--- config.mk ---
export PLATFORM = sky130hd
export DESIGN_NAME = mmul_sequencer
export DESIGN_NICKNAME = d
export VERILOG_FILES = /design/src/rtl/mmul_sequencer.sv
export SDC_FILE = /design/constraint.sdc
export NUM_CORES = 1
export LEC_CHECK = 0
export ABC_CLOCK_PERIOD_IN_PS = 4400
export CORE_MARGIN = 2
export CORE_UTILIZATION = 54
export CTS_CLUSTER_DIAMETER = 120
export DETAILED_ROUTE_END_ITERATION = 6
export PLACE_DENSITY = 0.9
export SLEW_MARGIN = 30
export SYNTH_ARGS = -nofsm -noshare
export SYNTH_HDL_FRONTEND = slang
export SYNTH_SLANG_ARGS = --single-unit
export TNS_END_PERCENT = 100
--- constraint.sdc ---
create_clock -name clk_i -period 4.4 [get_ports clk_i]
set_input_delay 0.66 -clock clk_i [delete_from_list [all_inputs] [get_ports clk_i]]
set_output_delay 0.66 -clock clk_i [all_outputs]
set_load 0.02 [all_outputs]
--- src/rtl/mmul_sequencer.sv ---
// Operand buffer and skewed edge scheduler for an NxN systolic minifloat array.
// Loads A/B in IDLE, feeds skewed lanes, waits for drain, then captures the result.
module mmul_sequencer #(
    parameter  int unsigned N       = 2,
    parameter  int unsigned DW      = 8,
    parameter  int unsigned HOP     = 2,
    parameter  int unsigned OUT_LAT = 2,
    localparam int unsigned IW      = (N > 1) ? $clog2(N) : 1
) (
    input  logic                clk_i,
    input  logic                rst_i,
    input  logic                ld_valid_i,
    input  logic                ld_sel_i,
    input  logic [IW-1:0]       ld_row_i,
    input  logic [IW-1:0]       ld_col_i,
    input  logic [DW-1:0]       ld_data_i,
    output logic                ld_ready_o,
    input  logic                start_i,
    output logic                busy_o,
    output logic                done_o,
    output logic                acc_clr_o,
    output logic [N*DW-1:0]     a_edge_o,
    output logic [N*DW-1:0]     b_edge_o,
    input  logic [N*N*DW-1:0]   res_in_i,
    output logic [N*N*DW-1:0]   res_out_o
);

    localparam int unsigned FEED_LEN  = N + HOP * (N - 1);
    localparam int unsigned DRAIN_LEN = HOP * (N - 1) + OUT_LAT;
    localparam int unsigned MAX_LEN   = (FEED_LEN > DRAIN_LEN) ? FEED_LEN : DRAIN_LEN;
    localparam int unsigned CW        = (MAX_LEN > 1) ? $clog2(MAX_LEN) : 1;

    typedef enum logic [1:0] {
        IDLE    = 2'd0,
        FEED    = 2'd1,
        DRAIN   = 2'd2,
        CAPTURE = 2'd3
    } state_t;

    state_t            state_q, state_d;
    logic [CW-1:0]     t_q, t_d;
    logic [DW-1:0]     a_buf_q [N][N];
    logic [DW-1:0]     b_buf_q [N][N];
    logic [DW-1:0]     a_buf_d [N][N];
    logic [DW-1:0]     b_buf_d [N][N];
    logic [N*DW-1:0]   a_edge_q, a_edge_d;
    logic [N*DW-1:0]   b_edge_q, b_edge_d;
    logic [N*N*DW-1:0] res_q;
    logic              acc_clr_q, done_q, busy_q, ld_ready_q;

    // Next state, buffer writes, and edge lanes for the upcoming cycle.
    // Edges use the post-write buffers so a load in the start cycle is seen.
    always_comb begin
        state_d  = state_q;
        t_d      = t_q;
        a_buf_d  = a_buf_q;
        b_buf_d  = b_buf_q;
        a_edge_d = '0;
        b_edge_d = '0;

        if (ld_valid_i && (state_q == IDLE) &&
            (32'(ld_row_i) < N) && (32'(ld_col_i) < N)) begin
            if (ld_sel_i) b_buf_d[ld_row_i][ld_col_i] = ld_data_i;
            else          a_buf_d[ld_row_i][ld_col_i] = ld_data_i;
        end

        case (state_q)
            IDLE: begin
                if (start_i) begin
                    state_d = FEED;
                    t_d     = '0;
                end
            end
            FEED: begin
                if (t_q == CW'(FEED_LEN - 1)) begin
                    state_d = DRAIN;
                    t_d     = '0;
                end else begin
                    t_d = t_q + CW'(1);
                end
            end
            DRAIN: begin
                if (t_q == CW'(DRAIN_LEN - 1)) begin
                    state_d = CAPTURE;
                    t_d     = '0;
                end else begin
                    t_d = t_q + CW'(1);
                end
            end
            default: begin
                state_d = IDLE;
                t_d     = '0;
            end
        endcase

        if (state_d == FEED) begin
            for (int i = 0; i < int'(N); i++) begin
                for (int k = 0; k < int'(N); k++) begin
                    if (int'(t_d) == k + int'(HOP) * i) begin
                        a_edge_d[i*DW +: DW] = a_buf_d[i][k];
                        b_edge_d[i*DW +: DW] = b_buf_d[k][i];
                    end
                end
            end
        end
    end

    always_ff @(posedge clk_i) begin
        if (rst_i) begin
            state_q    <= IDLE;
            t_q        <= '0;
            a_edge_q   <= '0;
            b_edge_q   <= '0;
            res_q      <= '0;
            acc_clr_q  <= 1'b0;
            done_q     <= 1'b0;
            busy_q     <= 1'b0;
            ld_ready_q <= 1'b1;
            for (int r = 0; r < int'(N); r++) begin
                for (int c = 0; c < int'(N); c++) begin
                    a_buf_q[r][c] <= '0;
                    b_buf_q[r][c] <= '0;
                end
            end
        end else begin
            state_q    <= state_d;
            t_q        <= t_d;
            a_buf_q    <= a_buf_d;
            b_buf_q    <= b_buf_d;
            a_edge_q   <= a_edge_d;
            b_edge_q   <= b_edge_d;
            acc_clr_q  <= (state_d == FEED) && (t_d == '0);
            done_q     <= (state_q == CAPTURE);
            busy_q     <= (state_d != IDLE);
            ld_ready_q <= (state_d == IDLE);
            if (state_q == CAPTURE) res_q <= res_in_i;
        end
    end

    assign ld_ready_o = ld_ready_q;
    assign busy_o     = busy_q;
    assign done_o     = done_q;
    assign acc_clr_o  = acc_clr_q;
    assign a_edge_o   = a_edge_q;
    assign b_edge_o   = b_edge_q;
    assign res_out_o  = res_q;

endmodule

==> parameters.txt, run 1 <==
Parameter                              Value

Run status
  Status ... finished clean

STA
  Unrepaired setup endpoints after global routing ... no
  Total setup violations reported at the end of the flow ... 0
  Achievable clock frequency ... approximately 0.38 GHz
  Tightest slew margin relative to the limit ... between 30% and 40%
  Worst slack on hold paths ... a little under 500 ps
  Fin. max-slew vios ... 0
  Actual transition at the worst max-transition pin ... around 970 ps
  Setup_tns ... 0 ps
  Clock tree skew after final layout ... approximately 8 ps
  Min Tclk post-route ... about 2600 ps
  Final Hold Viols ... 0
  Fin crit share ... around three fifths

Layout
  Finished Cell Area ... roughly 7000 µm²
  Total number of nets in the final design ... roughly 730
  Non-filler cells, final ... 820
  Synthesis-to-finish area growth ... 31.3%
  Layout cells sized above 1 ... under 10%
  ANT cells ... 0

Critical path
  Reg2Reg Setup Slack ... around 1800 ps
  Reg2reg path depth ... 7
  Crit-path max FO ... 18
  CP Capture Type ... flip-flop
  Max stage delay on crit path ... between 600 and 700 ps
  Critical Path RT ... ~4800 ps
  Critical path cell sequence ... inv_1 -> ha_1 -> nand3b_1 -> buf_6 -> o21ai_0 -> a21oi_1 -> o21a_1
  Cell type of the slowest stage on the worst timing path ... sky130_fd_sc_hd__nand3b_1
  Data arrival, critical path ... roughly 3000 ps
  Crit start category ... flip-flop
  End of the worst register-to-register path ... a_edge_o[1]
  Category of the most critical setup path ... reg2reg
  Startpoint of the most critical register-to-register path ... state_q[0]

Pwr
  Switching power summed over all nets ... approximately 0.74 mW
  Total leakage power ... 2.34 nW
  Sequential power share ... 42.7%
  Power per cell area ... ~420 nW/µm²
  Part of the power in combinational logic ... under 10%
  Sw frac ... 25.1%
  Relative contribution of the clock network to total power ... 49.2%
  Design internal power ... 2.21 mW
  Worst supply voltage drop on vdd ... between 0.3 and 0.4 mV

Worst hold path
  Startpoint of the worst hold path ... res_out_o[26]
  Worst Hold Path Cells ... 2
  Min-Delay Endpoint ... res_out_o[26]
  Path type of the worst min-delay path ... reg2reg

Clocking
  Post-cts gate resize count ... 0
  Cts hold-fix bufs ... 0
  Number of clock sinks seen by CTS ... around 140
  Clock tree from TritonCTS ... done
  Worst-Skew Late Latency ... 520 ps
  Post-CTS repair timing setup buffer count ... 0
  Root buffer cell ... sky130_fd_sc_hd__clkbuf_8
  Number of buffers inserted during clock tree synthesis ... 17
  Clock slew at the register clock pins of the worst setup and hold paths ... approximately 60 ps
  Buffer depth of the longest clock path ... 2
  Depth of the CTS H-tree ... 4

Routing
  DR pass1 iterations ... 6
  1st-iter DRT viols ... ~430
  Antenna-violating nets left ... 0
  Residual DRC count ... 0
  Routed wire length per instance ... 18.5 µm
  DR vias/cell ... about 6
  Vias after detailed routing ... approximately 5.0k
  Final routed wirelength across all metal layers ... ~15000 µm

Synth
  Sequential share of the synthesized area ... roughly 50%
  Yosys warning count ... 0
  Avg Cell Area, Syn ... roughly 9.0 µm²
  Flop and latch count out of synthesis ... 136
  Distinct cell type count after synthesis ... 34
  Post-synthesis cell count ... 593
  Cell area after synthesis ... about 5400 µm²
  Most area-hungry cell type in the Yosys netlist ... sky130_fd_sc_hd__dfxtp_1
  Synth area leaders ... sky130_fd_sc_hd__dfxtp_1, sky130_fd_sc_hd__a21oi_1, sky130_fd_sc_hd__nand3_1
  Number of nets produced by synthesis ... 646
  Area share of the largest cell type after synthesis ... 50.9%

Global route
  Wire length of the first global-routing pass ... between 20000 and 25000 µm
  Maximum number of pins on one net before global-route repair ... 74
  Overflow after GRT ... 0
  Via count of the first global-routing pass ... around 5.0k
  Antenna violations before repair ... 0
  Total Routing Usage GR ... between 20 and 30%

Die
  Effective utilization at floorplan ... roughly 55%
  Die outline area ... roughly 11000 µm²
  Number of ports placed on the die boundary ... around 120
  Standard cell core area ... 9680 µm²
  Chip width ... ~100 µm
  DIE HEIGHT ... 104 µm
  # rows ... 36

Placement
  Dpl cells ... about 790
  Port buffer count ... 114
  Placed cell areas ... around 6400 µm²
  Sum of net half-perimeters after detailed placement ... a little over 9000 µm
  Placer Congestion ... 0.802

Run
  Max-cap violations ... 0
==> routing by layer <==
| metal | track usage (%) | part of all wire, % | wire [µm] | vias up |
|---|---|---|---|---|
| li1 | - | - | - | 2273 |
| met1 | 30.8 | 37 | 5560 | 2356 |
| met2 | 47.1 | 50 | 7530 | 296 |
| met3 | 10.6 | 10 | 1520 | 51 |
| met4 | 12.3 | 3.4 | 516 | 0 |
| met5 | 0 | 0 | 0 | - |
==> cells in the mapped netlist <==
master / number
sky130_fd_sc_hd__a2111o_1: 1
sky130_fd_sc_hd__nand2_1: 2
sky130_fd_sc_hd__a21oi_1: 128
sky130_fd_sc_hd__a211oi_1: 3
sky130_fd_sc_hd__buf_2: 13
sky130_fd_sc_hd__or2_2: 2
sky130_fd_sc_hd__nand3b_2: 1
sky130_fd_sc_hd__o21ai_0: 63
sky130_fd_sc_hd__a311oi_2: 1
sky130_fd_sc_hd__buf_4: 1
sky130_fd_sc_hd__inv_1: 4
sky130_fd_sc_hd__a21o_1: 1
sky130_fd_sc_hd__nand3_1: 66
sky130_fd_sc_hd__buf_12: 3
sky130_fd_sc_hd__ha_1: 6
sky130_fd_sc_hd__and3b_1: 2
sky130_fd_sc_hd__nor2_1: 36
sky130_fd_sc_hd__or3b_4: 1
sky130_fd_sc_hd__nor3b_1: 1
sky130_fd_sc_hd__mux2i_1: 32
sky130_fd_sc_hd__clkbuf_1: 37
sky130_fd_sc_hd__buf_6: 2
sky130_fd_sc_hd__and3_1: 2
sky130_fd_sc_hd__buf_1: 1
sky130_fd_sc_hd__nand3b_1: 3
sky130_fd_sc_hd__a221o_1: 1
sky130_fd_sc_hd__nor2b_1: 3
sky130_fd_sc_hd__and2_1: 1
sky130_fd_sc_hd__o21a_1: 32
sky130_fd_sc_hd__o2111ai_2: 1
sky130_fd_sc_hd__dfxtp_1: 136
sky130_fd_sc_hd__o21ai_1: 4
sky130_fd_sc_hd__nand2b_1: 2
sky130_fd_sc_hd__a41oi_2: 1
==> state kept, by name (all words and copies together), names as in the netlist <==
name and flops:
a_edge_o 16, ld_ready_o 1, busy_o 1, done_o 1, acc_clr_o 1, a_buf_q 32, b_buf_q 32, state_q 2
res_out_o 32, t_q 2, b_edge_o 16
==> layout make-up <==
type,instances,area (µm²)
Timing Repair Buffer,119,1180
Inverter,4,15.0
Multi-Input combinational cell,396,2340
Sequential cell,136,2720
Clock buffer,17,414
Fill cell,686,2660
Tap cell,133,166
Clock inverter,15,189
==> power groups by stage <==
stage	Sequential, mW	Combinational (mW)	Clock [mW]
finish	1.26	0.238	1.45
detailed placement	1.29	0.225	0
CTS	1.26	0.227	1.45
global placement	1.28	0.216	0
global route	1.26	0.251	1.51
floorplan	1.29	0.139	0
==> worst max-delay path, delay by kind of cell, from the launching register on <==
kind	cells	cell delay, ps
and+or+nand+nor	1	610
AOI/OAI and AO/OA	3	630
adders and majority gates	1	380
buffers and inverters	2	510
DFF	1	370
==> cell families after synthesis <==
logic type / after synthesis / synth area share [%]
adder cells (fa/ha/maj): 6 / 1.40
buffers and inverters: 61 / 5.85
AO/OA/AOI/OAI: 236 / 24.6
AND/OR/NAND/NOR: 122 / 11.3
flip-flops: 136 / 50.9
multiplexers: 32 / 5.99
==> worst max-delay path by stage <==
stage	startpoint	to	slack, ps	depth (start not counted)
final	state_q[0]	a_edge_o[1]	1790	7
after detailed placement	ld_valid_i	b_edge_o[5]	1440	5
after floorplan	state_q[0]	a_edge_o[0]	2400	7
after CTS	state_q[0]	a_edge_o[11]	1620	6
after global placement	ld_row_i	a_edge_o[0]	1490	5
after global routing	state_q[0]	b_edge_o[15]	1570	7
==> metrics by stage <==
stage | total power, mW | util, % | setup WS [ps]
floorplan | 1.43 | - | 2400
global placement | 1.50 | 66.0 | 1490
detailed placement | 1.51 | 66.1 | 1440
CTS | 2.94 | 72.4 | 1620
global route | 3.02 | 72.5 | 1570
finish | 2.95 | 72.5 | 1790
==> placed cells by master, fill, tap and decap left out, drive strengths merged, types with 2 or more instances in the layout <==
cell,n
clkdlybuf4s50,113
a21oi,128
nand2,2
nor2,36
clkinv,4
nand3,66
dfxtp,136
inv,10
clkinvlp,2
buf,6
nand2b,2
and3b,2
nand3b,4
nor2b,3
and3,2
o21ai,67
mux2i,32
ha,6
a211oi,3
or2,2
clkbuf,17
o21a,32
bufinv,3
(Power assumes the default switching activity.)
==> run 2, diff against run 1 <==
--- a/config.mk
+++ b/config.mk
@@ -5,12 +5,12 @@
 export SDC_FILE = /design/constraint.sdc
 export NUM_CORES = 1
 export LEC_CHECK = 0
-export ABC_CLOCK_PERIOD_IN_PS = 4400
+export ABC_CLOCK_PERIOD_IN_PS = 2600
 export CORE_MARGIN = 2
-export CORE_UTILIZATION = 54
+export CORE_UTILIZATION = 50
 export CTS_CLUSTER_DIAMETER = 120
 export DETAILED_ROUTE_END_ITERATION = 6
-export PLACE_DENSITY = 0.9
+export PLACE_DENSITY = 0.85
 export SLEW_MARGIN = 30
 export SYNTH_ARGS = -nofsm -noshare
 export SYNTH_HDL_FRONTEND = slang
==> constraint.sdc (replaced) <==
create_clock -name clk_i -period 2.6 [get_ports clk_i]
set_input_delay 0.39 -clock clk_i [delete_from_list [all_inputs] [get_ports clk_i]]
set_output_delay 0.39 -clock clk_i [all_outputs]
set_load 0.02 [all_outputs]
==> run 2 against run 1 <==
- register-to-register slack lost 1600 ps
- maximum frequency grew 11%
- worst hold slack lost 210 ps
- critical path depth shrank 1
- largest power group unchanged
- critical endpoint is now a_edge_o[11]
- clock power increased by 77%
==> parameters.txt, run 2 (synthesis gave the netlist of run 1 again) <==
Parameter                              Value

Clocking
  Post-CTS repair timing setup buffer count ... 0 (unchanged)
  Number of buffers inserted during clock tree synthesis ... 17 (unchanged)
  Clock tree from TritonCTS ... done
  Post-cts gate resize count ... 0 (unchanged)
  Number of clock sinks seen by CTS ... 136 (unchanged)
  Buffer depth of the longest clock path ... 2 (unchanged)
  Worst-Skew Late Latency ... 530 ps (about the same)
  Clock slew at the register clock pins of the worst setup and hold paths ... 60 ps (about the same)
  Cts hold-fix bufs ... 0 (unchanged)
  Depth of the CTS H-tree ... 4 (unchanged)
  Root buffer cell ... sky130_fd_sc_hd__clkbuf_8

Global route
  Antenna violations before repair ... 0 (unchanged)
  Total Routing Usage GR ... 26.5% (-1.2 points)
  Maximum number of pins on one net before global-route repair ... 52 (-30%)
  Via count of the first global-routing pass ... 4870 (-2.4%)
  Wire length of the first global-routing pass ... 23900 µm (about the same)
  Overflow after GRT ... 0 (unchanged)

Pwr
  Total leakage power ... 2.40 nW (+2.4%)
  Part of the power in combinational logic ... 8.1% (about the same)
  Switching power summed over all nets ... 1.17 mW (+58%)
  Design internal power ... 3.95 mW (+79%)
  Power per cell area ... 720 nW/µm² (+72%)
  Worst supply voltage drop on vdd ... 0.560 mV (+86%)
  Relative contribution of the clock network to total power ... 50.3% (+1.1 points)
  Total chip power ... 5.12 mW (+74%)
  Sw frac ... 22.8% (-2.2 points)
  Sequential power share ... 41.6% (-1.1 points)

Layout
  ANT cells ... 0 (unchanged)
  Commonest cells after routing, fill and taps aside ... sky130_fd_sc_hd__dfxtp_1, sky130_fd_sc_hd__a21oi_1, sky130_fd_sc_hd__clkdlybuf4s50_1
  Most common library cell in the layout ignoring fill and taps ... sky130_fd_sc_hd__dfxtp_1
  Synthesis-to-finish area growth ... 32.8%
  Finished Cell Area ... 7110 µm² (+1.1%)
  Multi-input combinational cell area ... 2320 µm² (-1.0%)
  Post-layout utilization of the core ... 68.5% (-4.0 points)
  Flip-flop and latch area ... 2720 µm² (unchanged)
  Final-layout fill cell count ... 786 (+15%)
  Layout cells sized above 1 ... 7.48% (+0.058 points)
  Non-filler cells, final ... 831 (+1.3%)
  Total number of nets in the final design ... 735 (+1.1%)

STA
  Worst slack on hold paths ... 289 ps (-206 ps)
  Final Hold Viols ... 0 (unchanged)
  Tightest slew margin relative to the limit ... 54.2% (+19 points)
  Clock tree skew after final layout ... 8.62 ps (+0.615 ps)
  Post-layout worst setup margin ... 238 ps (-1550 ps)
  Unrepaired setup endpoints after global routing ... no
  Achievable clock frequency ... 0.423 GHz (+11%)
  Setup_tns ... 0 ps (unchanged)
  Fin. max-slew vios ... 0 (unchanged)
  Total setup violations reported at the end of the flow ... 0 (unchanged)
  Fin crit share ... 90.8% (+31 points)
  Min Tclk post-route ... 2360 ps (-250 ps)
  Actual transition at the worst max-transition pin ... 686 ps (-282 ps)

Die
  DIE HEIGHT ... 107 µm (+3.8%)
  Number of ports placed on the die boundary ... 115 (unchanged)
  Standard cell core area ... 10400 µm² (+7.1%)
  # rows ... 37 (+2.8%)
  Die outline area ... 11500 µm² (+7.7%)
  Effective utilization at floorplan ... 51.6% (-3.7 points)
  Chip width ... 107 µm (+3.8%)

Routing
  Wire length on met1 ... 5760 µm (+3.5%)
  Vias after detailed routing ... 4928 (-0.96%)
  WL met2 ... 6980 µm (-7.3%)
  Sum of met3 wire segment lengths after detailed routing ... 1610 µm (+5.7%)
  Routed wire length per instance ... 17.8 µm (-3.8%)
  DR pass1 iterations ... 5 (-1)
  Residual DRC count ... 0 (unchanged)
  DR vias/cell ... 5.93 (-2.3%)
  Antenna-violating nets left ... 0 (unchanged)
  Highest routed layer ... met4
  1st-iter DRT viols ... 454 (+4.8%)
  Final routed wirelength across all metal layers ... 14800 µm (-2.5%)

Placement
  Sum of net half-perimeters after detailed placement ... 9270 µm (+2.2%)
  Placer Congestion ... 0.804 (+0.26%)
  Setup WS pre-CTS ... 335 ps (-1110 ps)
  Dpl cells ... 799 (+1.4%)
  Port buffer count ... 114 (unchanged)
  Placed cell areas ... 6470 µm² (+1.1%)

Run
  Max-cap violations ... 0 (unchanged)

Critical path
  Crit start category ... flip-flop
  Category of the most critical setup path ... reg2reg
  Data arrival, critical path ... 2840 ps (-180 ps)
  CP Capture Type ... flip-flop
  Crit-path max FO ... 16 (-2)
  Critical Path RT ... 3070 ps (-1740 ps)

Run status
  Status ... finished clean

Worst hold path
  Path type of the worst min-delay path ... in2reg
## run 2: changes by cell type in the layout (fill, tap and decap cells not counted), moves of 2 or more
cell,change
sky130_fd_sc_hd__inv_6,-6
sky130_fd_sc_hd__bufinv_16,+2
sky130_fd_sc_hd__clkinv_2,+2
sky130_fd_sc_hd__buf_4,+8
sky130_fd_sc_hd__clkbuf_1,+2
## run 2: cell type report
| type | count | share of cell area [%] |
|---|---|---|
| flip-flops and latches | 136 | 38.3 |
| multi-input cells | 396 | 32.6 |
| repair buffers | 127 | 17.5 |
| clock buffers | 20 | 6.13 |
| clock inverters | 12 | 2.80 |
| well taps | 136 | 2.39 |
| inverters | 4 | 0.211 |
## run 2: layer usage
metal  track usage (%)  up-vias
met5                 0        -
met4              10.5        0
met3              10.3       36
met2              42.8      271
met1              31.7     2334
li1                  -     2287
## run 2: worst max-delay path, cell delays in order, from the launching register on
cell and delay, ps:
sky130_fd_sc_hd__dfxtp_1 420, sky130_fd_sc_hd__inv_1 110, sky130_fd_sc_hd__ha_1 320, sky130_fd_sc_hd__or3b_4 400, sky130_fd_sc_hd__a221o_1 590, sky130_fd_sc_hd__a21oi_1 290
sky130_fd_sc_hd__o21a_1 170
## run 2: worst paths after layout
check	startpoint	endpoint	slack (ps)	depth (start not counted)
max	state_q[0]	a_edge_o[11]	240	6
max reg2reg	state_q[0]	a_edge_o[11]	240	6
min	rst_i	b_buf_q[10]	290	2
min reg2reg	res_out_o[23]	res_out_o[23]	500	2
## run 2: power by group through the flow
stage               clock network [mW]  registers, mW  logic (mW)
floorplan                            0           2.18       0.236
global placement                     0           2.17       0.393
finish                            2.57           2.13       0.415
CTS                               2.59           2.13       0.406
global route                      2.70           2.13       0.440
detailed placement                   0           2.18       0.404
==> run 3, diff against run 2 <==
--- a/config.mk
+++ b/config.mk
@@ -6,7 +6,6 @@
 export NUM_CORES = 1
 export LEC_CHECK = 0
 export ABC_CLOCK_PERIOD_IN_PS = 2600
-export CORE_MARGIN = 2
 export CORE_UTILIZATION = 50
 export CTS_CLUSTER_DIAMETER = 120
 export DETAILED_ROUTE_END_ITERATION = 6
==> run 3 against run 2 <==
- sequential power barely moved
- utilization down 0.47 points
- sequential cell count unchanged
- non-clock buffer count down 1
- critical path depth stayed put
- global-route usage is 0.75 points higher
- die area is 3.7% lower
- sequential share of layout area grew 0.26 points
- largest cell class unchanged
- clock-buffer cell count down 2
==> parameters.txt, run 3 (synthesis gave the netlist of run 1 again) <==
Parameter                              Value

Routing
  Routed wire length per instance ... 17.4 µm (-1.9%)
  DR vias/cell ... 5.90 (-0.45%)
  1st-iter DRT viols ... 327 (-28%)
  DR pass1 iterations ... 5 (unchanged)
  Vias after detailed routing ... 4900 (-0.57%)
  Final routed wirelength across all metal layers ... 14400 µm (-2.1%)
  Antenna-violating nets left ... 0 (unchanged)
  Residual DRC count ... 0 (unchanged)

Worst hold path
  Startpoint of the worst hold path ... rst_i
  Min-Delay Endpoint ... state_q[0]
  Worst Hold Path Cells ... 2 (unchanged)
  Path type of the worst min-delay path ... in2reg

STA
  Total setup violations reported at the end of the flow ... 0 (unchanged)
  Unrepaired setup endpoints after global routing ... no
  Min Tclk post-route ... 2440 ps (+77.0 ps)
  Actual transition at the worst max-transition pin ... 774 ps (+87.8 ps)
  Setup_tns ... 0 ps (unchanged)
  Tightest slew margin relative to the limit ... 48.3% (-5.9 points)
  Achievable clock frequency ... 0.410 GHz (-3.2%)
  Fin crit share ... 93.8% (+3.0 points)
  Clock tree skew after final layout ... 7.37 ps (-1.24 ps)
  Final Hold Viols ... 0 (unchanged)
  Fin. max-slew vios ... 0 (unchanged)

Clocking
  Number of clock sinks seen by CTS ... 136 (unchanged)
  Number of buffers inserted during clock tree synthesis ... 17 (unchanged)
  Clock slew at the register clock pins of the worst setup and hold paths ... 70 ps (about the same)
  Worst-Skew Late Latency ... 510 ps (-20 ps)
  Post-CTS repair timing setup buffer count ... 0 (unchanged)
  Cts hold-fix bufs ... 0 (unchanged)
  Post-cts gate resize count ... 0 (unchanged)
  Root buffer cell ... sky130_fd_sc_hd__clkbuf_8
  Depth of the CTS H-tree ... 4 (unchanged)
  Buffer depth of the longest clock path ... 2 (unchanged)
  Clock tree from TritonCTS ... done

Pwr
  Design internal power ... 3.69 mW (-6.7%)
  Sequential power share ... 43.4% (+1.8 points)
  Switching power summed over all nets ... 1.22 mW (+4.8%)
  Total leakage power ... 2.37 nW (-1.3%)
  Part of the power in combinational logic ... 8.4% (+0.3 points)
  Sw frac ... 24.9% (+2.1 points)
  Worst supply voltage drop on vdd ... 0.484 mV (-14%)
  Power per cell area ... 696 nW/µm² (-3.4%)
  Relative contribution of the clock network to total power ... 48.2% (-2.1 points)

Critical path
  Crit start category ... flip-flop
  Category of the most critical setup path ... reg2reg
  Cell type group with the largest total delay on the critical path ... compound AO/OA/AOI/OAI gates
  Cell type of the slowest stage on the worst timing path ... sky130_fd_sc_hd__a221o_1
  Reg2reg path depth ... 6 (unchanged)
  Data arrival, critical path ... 2890 ps (+50 ps)
  Critical Path RT ... 3060 ps (about the same)
  End of the worst register-to-register path ... a_edge_o[13]
  Startpoint of the most critical register-to-register path ... state_q[0]
  Crit-path max FO ... 16 (unchanged)
  Critical path cell sequence ... inv_1 -> ha_1 -> or3b_4 -> a221o_1 -> a21oi_1 -> o21a_1
  CP Capture Type ... flip-flop
  Reg2Reg Setup Slack ... 160 ps (-80 ps)
  Max stage delay on crit path ... 620 ps (+30 ps)
  WP buf/inv ... 1 (unchanged)

Die
  Effective utilization at floorplan ... 51.6% (unchanged)
  Number of ports placed on the die boundary ... 115 (unchanged)
  Chip width ... 105 µm (-1.9%)
  # rows ... 37 (unchanged)
  DIE HEIGHT ... 105 µm (-1.9%)
  Standard cell core area ... 10400 µm² (unchanged)
  Die outline area ... 11100 µm² (-3.7%)

Run
  Max-cap violations ... 0 (unchanged)

Global route
  Antenna violations before repair ... 0 (unchanged)
  Via count of the first global-routing pass ... 4911 (+0.84%)
  Overflow after GRT ... 0 (unchanged)
  Maximum number of pins on one net before global-route repair ... 68 (+31%)
  Wire length of the first global-routing pass ... 23900 µm (-0.17%)
  Total Routing Usage GR ... 27.2% (+0.75 points)

Layout
  Total number of nets in the final design ... 734 (-0.14%)
  Most common library cell in the layout ignoring fill and taps ... sky130_fd_sc_hd__dfxtp_1
  Synthesis-to-finish area growth ... 31.9%
  Post-layout utilization of the core ... 68.1% (-0.47 points)
  ANT cells ... 0 (unchanged)
  Layout cells sized above 1 ... 7.78% (+0.30 points)
  Commonest cells after routing, fill and taps aside ... sky130_fd_sc_hd__dfxtp_1, sky130_fd_sc_hd__a21oi_1, sky130_fd_sc_hd__clkdlybuf4s50_1
  Finished Cell Area ... 7060 µm² (-0.69%)

Placement
  Port buffer count ... 114 (unchanged)
  Placer Congestion ... 0.762 (-5.2%)
  Sum of net half-perimeters after detailed placement ... 8940 µm (-3.5%)
  Placed cell areas ... 6470 µm² (about the same)

Run status
  Status ... finished clean
run 3: changes by cell type in the layout (fill, tap and decap cells not counted), moves of 2 or more:
cell,delta
sky130_fd_sc_hd__clkinv_4,-2
sky130_fd_sc_hd__clkbuf_1,-2
sky130_fd_sc_hd__bufinv_16,-3
sky130_fd_sc_hd__clkinv_2,-2
sky130_fd_sc_hd__clkinvlp_4,+2
sky130_fd_sc_hd__inv_6,+5
sky130_fd_sc_hd__inv_8,+2
run 3: power groups by stage:
stage          clock network (mW)  registers, mW  logic (mW)
5_1_grt                      2.50           2.13       0.441
6_report                     2.37           2.13       0.413
3_3_place_gp                    0           2.17       0.391
2_1_floorplan                   0           2.18       0.236
3_5_place_dp                    0           2.18       0.405
4_1_cts                      2.40           2.13       0.408
run 3: worst max path at each step:
| stage | startpoint | to | slack [ps] | cells after the start |
|---|---|---|---|---|
| floorplan | state_q[0] | a_edge_o[0] | 600 | 7 |
| global placement | ld_col_i | a_edge_o[15] | 220 | 5 |
| detailed placement | start_i | b_edge_o[9] | 280 | 5 |
| CTS | state_q[0] | a_edge_o[13] | 210 | 6 |
| global route | state_q[0] | a_edge_o[13] | 90 | 6 |
| finish | state_q[0] | a_edge_o[13] | 160 | 6 |
run 3: area by class of cell:
class / instances / area [µm²]
clock buffers: 18 / 428
repair buffers: 126 / 1240
multi-input cells: 396 / 2320
inverters: 4 / 15.0
clock inverters: 14 / 163
well taps: 136 / 170
fillers: 810 / 3310
flip-flops and latches: 136 / 2720
run 3: per-layer routing:
layer	vias up	track usage [%]	routed length, µm
met5	-	0	0
met4	0	11.3	289
met3	21	8.47	1540
met2	261	46.1	7050
met1	2327	31.8	5570
li1	2291	-	-
run 3: metrics by stage:
stage	instances	power [mW]	setup slack, ps	hold WS [ps]
global route	830	5.07	88.2	137
detailed placement	798	2.58	277	484
global placement	798	2.56	217	472
CTS	830	4.94	213	120
finish	830	4.91	161	135
floorplan	593	2.42	596	475
